==> config.mk <==
export PLATFORM = sky130hd
export DESIGN_NAME = game_scheduler
export DESIGN_NICKNAME = d
export VERILOG_FILES = /design/src/rtl/game_scheduler.sv
export SDC_FILE = /design/constraint.sdc
export NUM_CORES = 1
export LEC_CHECK = 0
export BUFFER_PORTS_ARGS = -buffer_cell sky130_fd_sc_hd__clkbuf_2
export CORE_MARGIN = 2
export CORE_UTILIZATION = 40
export DETAILED_ROUTE_END_ITERATION = 7
export MAX_ROUTING_LAYER = met4
export SETUP_SLACK_MARGIN = 0.5
export SLEW_MARGIN = 0
export SYNTH_ARGS = -nofsm -noshare
export SYNTH_HDL_FRONTEND = slang
export SYNTH_SLANG_ARGS = --single-unit
==> constraint.sdc <==
create_clock -name clk -period 2.1 [get_ports clk]
set_input_delay 0.105 -clock clk [delete_from_list [all_inputs] [get_ports clk]]
set_output_delay 0.105 -clock clk [all_outputs]
set_load 0.05 [all_outputs]
==> src/rtl/game_scheduler.sv <==
// Per-frame game sequencer: game-phase FSM, move strobe with speed-dependent step,
// BCD score, high score and speed level.
module game_scheduler #(
    parameter int unsigned SCORE_DIV   = 6,
    parameter int unsigned HOLD_FRAMES = 30,
    parameter int unsigned MAX_LEVEL   = 3
) (
    input  logic        clk,
    input  logic        rst,
    input  logic        i_tick_60hz,
    input  logic        i_game_start,
    input  logic        i_game_over,
    input  logic        i_crash,
    output logic        o_move_en,
    output logic [2:0]  o_step,
    output logic [1:0]  o_speed_level,
    output logic [15:0] o_score,
    output logic [15:0] o_hiscore,
    output logic        o_running,
    output logic        o_frozen
);

    localparam int unsigned DIV_W  = (SCORE_DIV > 1) ? $clog2(SCORE_DIV) : 1;
    localparam int unsigned HOLD_W = (HOLD_FRAMES > 0) ? $clog2(HOLD_FRAMES + 1) : 1;
    localparam logic [DIV_W-1:0]  DIV_LAST  = DIV_W'(SCORE_DIV - 1);
    localparam logic [HOLD_W-1:0] HOLD_INIT = HOLD_W'(HOLD_FRAMES);
    localparam logic [1:0]        LVL_MAX   = 2'(MAX_LEVEL);

    typedef enum logic [1:0] {StIdle, StRun, StCrash, StOver} state_t;

    state_t              r_state;
    logic [DIV_W-1:0]    r_div;
    logic [HOLD_W-1:0]   r_hold;
    logic [15:0]         r_score;
    logic [15:0]         r_hiscore;
    logic [1:0]          r_level;
    logic [2:0]          r_step;
    logic                r_move_en;
    logic                r_running;
    logic                r_frozen;

    logic [15:0]         w_score_inc;
    logic                w_hund_carry;
    logic [1:0]          w_level_inc;
    logic [2:0]          w_step_inc;

    // BCD increment saturating at 9999; flags a carry into the hundreds digit.
    always_comb begin
        w_score_inc  = r_score;
        w_hund_carry = 1'b0;
        if (r_score != 16'h9999) begin
            if (r_score[3:0] != 4'd9) begin
                w_score_inc[3:0] = r_score[3:0] + 4'd1;
            end else begin
                w_score_inc[3:0] = 4'd0;
                if (r_score[7:4] != 4'd9) begin
                    w_score_inc[7:4] = r_score[7:4] + 4'd1;
                end else begin
                    w_score_inc[7:4] = 4'd0;
                    w_hund_carry     = 1'b1;
                    if (r_score[11:8] != 4'd9) begin
                        w_score_inc[11:8] = r_score[11:8] + 4'd1;
                    end else begin
                        w_score_inc[11:8]  = 4'd0;
                        w_score_inc[15:12] = r_score[15:12] + 4'd1;
                    end
                end
            end
        end
    end

    assign w_level_inc = (w_hund_carry && (r_level != LVL_MAX)) ? r_level + 2'd1 : r_level;
    assign w_step_inc  = {1'b0, w_level_inc} + 3'd1;

    always_ff @(posedge clk) begin
        if (rst) begin
            r_state   <= StIdle;
            r_div     <= '0;
            r_hold    <= '0;
            r_score   <= 16'h0000;
            r_hiscore <= 16'h0000;
            r_level   <= 2'd0;
            r_step    <= 3'd1;
            r_move_en <= 1'b0;
            r_running <= 1'b0;
            r_frozen  <= 1'b0;
        end else begin
            r_move_en <= 1'b0;
            unique case (r_state)
                StIdle, StOver: begin
                    if (i_game_start) begin
                        r_state   <= StRun;
                        r_running <= 1'b1;
                        r_score   <= 16'h0000;
                        r_div     <= '0;
                        r_level   <= 2'd0;
                        r_step    <= 3'd1;
                    end
                end
                StRun: begin
                    // A crash or game-over beats a coincident tick.
                    if (i_crash || i_game_over) begin
                        r_state   <= StCrash;
                        r_hold    <= HOLD_INIT;
                        r_running <= 1'b0;
                        r_frozen  <= 1'b1;
                    end else if (i_tick_60hz) begin
                        r_move_en <= 1'b1;
                        if (r_div == DIV_LAST) begin
                            r_div   <= '0;
                            r_score <= w_score_inc;
                            r_level <= w_level_inc;
                            r_step  <= w_step_inc;
                        end else begin
                            r_div <= r_div + DIV_W'(1);
                        end
                    end
                end
                StCrash: begin
                    if (i_tick_60hz) begin
                        if (r_hold <= HOLD_W'(1)) begin
                            r_hold   <= '0;
                            r_state  <= StOver;
                            r_frozen <= 1'b0;
                            if (r_score > r_hiscore) begin
                                r_hiscore <= r_score;
                            end
                        end else begin
                            r_hold <= r_hold - HOLD_W'(1);
                        end
                    end
                end
            endcase
        end
    end

    assign o_move_en     = r_move_en;
    assign o_step        = r_step;
    assign o_speed_level = r_level;
    assign o_score       = r_score;
    assign o_hiscore     = r_hiscore;
    assign o_running     = r_running;
    assign o_frozen      = r_frozen;

endmodule

==> metrics.md <==
| Metric | Value |
|---|---|
| Max-slew violations | 0 |
| RR Startpoint | o_hiscore[1]$_SDFFE_PP0P_ |
| Worst setup path category | reg -> reg |
| Nets@finish | 500 |
| DR iter-0 viols | between 100 and 150 |
| ANT cells | 0 |
| I/O pin total | 46 |
| Crit-path max FO | 3 |
| Commonest non-fill, non-tap cell in the layout | buf_4 |
| First-pass GRT wire length | around 13 mm |
| EDFF count, synth | 0 |
| Worst path slowest cell | a2111o_1 |
| Die area | around 8000 um^2 |
| CP bufs+invs | 2 |
| Commonest non-fill, non-tap cells in the layout | buf_4 (53), clkbuf_2 (45), inv_1 (25) |
| Worst Skew | between 0.008 and 0.009 ns |
| Hold_sp | i_tick_60hz |
| Avg WL per Cell | between 15 and 20 um |
| Crit path max-delay family | compound AO/OA/AOI/OAI gates |
| Mapped cell area | between 2000 and 3000 um^2 |
| Final setup violation count | 0 |
| Critical Path AT | ~2.3 ns |
| Predominant post-synthesis flop cell | dfxtp_1 |
| Cell area power density | approximately 980 nW/um^2 |
| Placed instance count | roughly 490 |
| FFs w/ async S/R, synth | 0 |
| R2R Setup Slk | approximately 0.021 ns |
| Die span in y | a little under 90 um |
| Worst reg2reg path endpoint | o_hiscore[1]$_SDFFE_PP0P_ |
| Dpl cell area | approximately 3600 um^2 |
| TritonCTS clock tree | yes |
| Via count | approximately 3100 |
| Final count of hold timing violations | 0 |
| Number of stages on the worst setup path | 8 |
| Peak VDD IR | a little under 0.7 mV |
| Initial Util | 0.418 |
| Pleak | roughly 1.9 nW |
| Unrepaired setup endpoints after global routing | true |
| Finished Cell Area | between 4000 and 5000 um^2 |
| Post-route DRC | 0 |
| Syn_nets | approximately 380 |
| Sequential-to-total area share from yosys stat | 0.347 |
| Area growth, synth to finish | 62.8% |
| H-tree depth | 2 |
| Max Fclk | approximately 480 MHz |
| R2r worst-path depth | 8 |
| Critical path origin | o_hiscore[1]$_SDFFE_PP0P_ |
| Clk slew on worst S/H paths | roughly 0.090 ns |
| GP Congestion | 0.891 |
| WL final | around 9 mm |
| Hold/Removal Path Class | in -> reg |
| Number of global-route vias before repair | 2811 |
| Sequence of cells on the critical path | inv_2 -> ha_4 -> nor2b_4 -> o211ai_1 -> a2111o_1 -> a311oi_4 -> buf_4 -> a22o_1 |
| Startpoint types | register |
| Clk Latency, worst-skew pair | about 0.32 ns |
| Antenna violations before repair | 0 |
| Fin crit share | 0.990 |
| Site Rows | 30 |
| Remaining global-route overflow | 0 |
| Total Neg Setup Slack | 0 ns |
| Cells after synthesis | 340 |
| Largest net degree at the start of global routing | 24 |
| Shortest period the worst path allows | 2.08 ns |
| Max_cap viols | 0 |
| Pre-antenna DRT Iters | 4 |
| Antenna viol nets, final | 0 |
| Synth cell types | slightly below 50 |
| Cts bufs inserted | 5 |
| Non-filler cells, final | between 500 and 600 |
| Slew @ Worst Pin | between 0.4 and 0.5 ns |
| Worst slew margin | 0.713 |
| Total global-route track usage | 0.223 |
| Root Buffer Master | clkbuf_8 |
| Dpl hpwl | 5.53 mm |
| Status | completed |
| Clk buf depth | 2 |
| Delay of the slowest cell on the worst path | around 0.45 ns |
| Clock sink count | 50 |
| Critical Path End Type | register |
| Average cell area after synthesis | between 8 and 9 um^2 |
| Yosys reg bits | 50 |
| YS warnings | 0 |
| Core box area | a little under 7000 um^2 |
| Data required, critical path | 2.35 ns |
| Share of cells above drive strength 1 | 0.557 |
| Vias per inst | roughly 5.5 |
| Worst hold path cell count | 2 |
| Core Util, Final | 0.680 |
| Die width | 89.0 um |
| Worst Hold End | o_move_en$_SDFF_PP0_ |
| Port bufs | 45 |
metrics by stage:
step / worst slack (ns) / power, mW / hold slack [ns]
finish: 0.0212 / 4.59 / 0.0752
global route: -0.0694 / 4.87 / 0.0802
CTS: 0.0497 / 4.22 / 0.0693
detailed placement: -0.157 / 3.02 / 0.394
global placement: -0.0356 / 2.99 / 0.399
floorplan: -0.0653 / 2.53 / 0.251
Yosys cell counts, types with 2 or more instances:
cell type / number / area (um^2)
dfxtp_1: 50 / 1000
inv_1: 35 / 131
a21oi_1: 33 / 165
ha_1: 32 / 400
nand2_1: 25 / 93.8
nor2_1: 16 / 60.1
a22o_1: 15 / 131
nand3_1: 13 / 65.1
o21ai_0: 13 / 65.1
or3_1: 10 / 62.6
nand4_1: 9 / 56.3
nor3_1: 9 / 45.0
clkbuf_1: 8 / 30.0
o31ai_1: 7 / 52.6
nand3b_1: 5 / 37.5
or4_1: 5 / 37.5
a211oi_1: 4 / 30.0
o21a_1: 4 / 30.0
a21o_1: 3 / 22.5
a31oi_1: 3 / 18.8
o211ai_1: 3 / 22.5
o21ai_1: 3 / 15.0
or2_2: 3 / 18.8
a2111o_1: 2 / 22.5
and3_1: 2 / 12.5
mux2i_1: 2 / 20.0
nor2b_1: 2 / 12.5
o2111ai_1: 2 / 17.5
xor2_1: 2 / 17.5
worst max-delay path by stage:
stage | endpoint | slack (ns)
after floorplan | o_hiscore[10]$_SDFFE_PP0P_ | -0.07
after global placement | o_hiscore[8]$_SDFFE_PP0P_ | -0.04
after detailed placement | o_hiscore[3]$_SDFFE_PP0P_ | -0.16
after CTS | o_hiscore[13]$_SDFFE_PP0P_ | 0.05
after global routing | o_step[1]$_SDFFE_PP0P_ | -0.07
final | o_hiscore[1]$_SDFFE_PP0P_ | 0.02
area by class of cell:
cell class,count,area (um^2)
Timing Repair Buffer,122,902
Clock buffer,5,68.8
Multi-Input combinational cell,246,2320
Sequential cell,50,1100
Tap cell,96,120
Inverter,36,141
Fill cell,559,2210
Clock inverter,3,40.0
Timing Repair inverter,1,7.51
what timing repair did:
action                                  CTS  global route
endpoints found under the hold margin     0             0
gates cloned                              3             0
hold buffers                              0             0
gates resized for setup                  54            58
endpoints found under the setup margin   46            47
pin swaps                                33            39
setup buffers                            39            15
per-layer routing:
layer	vias up	global-route usage	wire length (um)
li1	1498	-	-
met1	1483	0.271	3860
met2	58	0.372	4490
met3	16	0.0397	327
met4	0	0.0801	200
met5	-	-	0
power breakdown:
part	switching (mW)	internal, mW	total (mW)	leakage [nW]
Combinational	1.47	1.22	2.70	1.40
Clock	0.333	0.351	0.684	0.0579
Sequential	0.132	1.07	1.20	0.429
kinds of logic (layout without fill, tap and decap cells):
logic type	count (synthesis)	in the layout	share of synthesized area
AO/OA/AOI/OAI	100	101	0.236
XOR/XNOR	2	2	0.00607
adder cells (fa/ha/maj)	32	32	0.139
buffers and inverters	45	167	0.0589
flip-flops	50	50	0.347
multiplexers	3	3	0.0108
AND/OR/NAND/NOR	108	108	0.203
flip-flops by register name (all words and copies together), names as in the netlist:
register,cells
o_frozen,1
r_state,2
o_score,16
r_div,3
o_step,3
o_speed_level,2
o_running,1
o_hiscore,16
o_move_en,1
r_hold,5
Note: power is estimated with default switching activity, not from simulation.
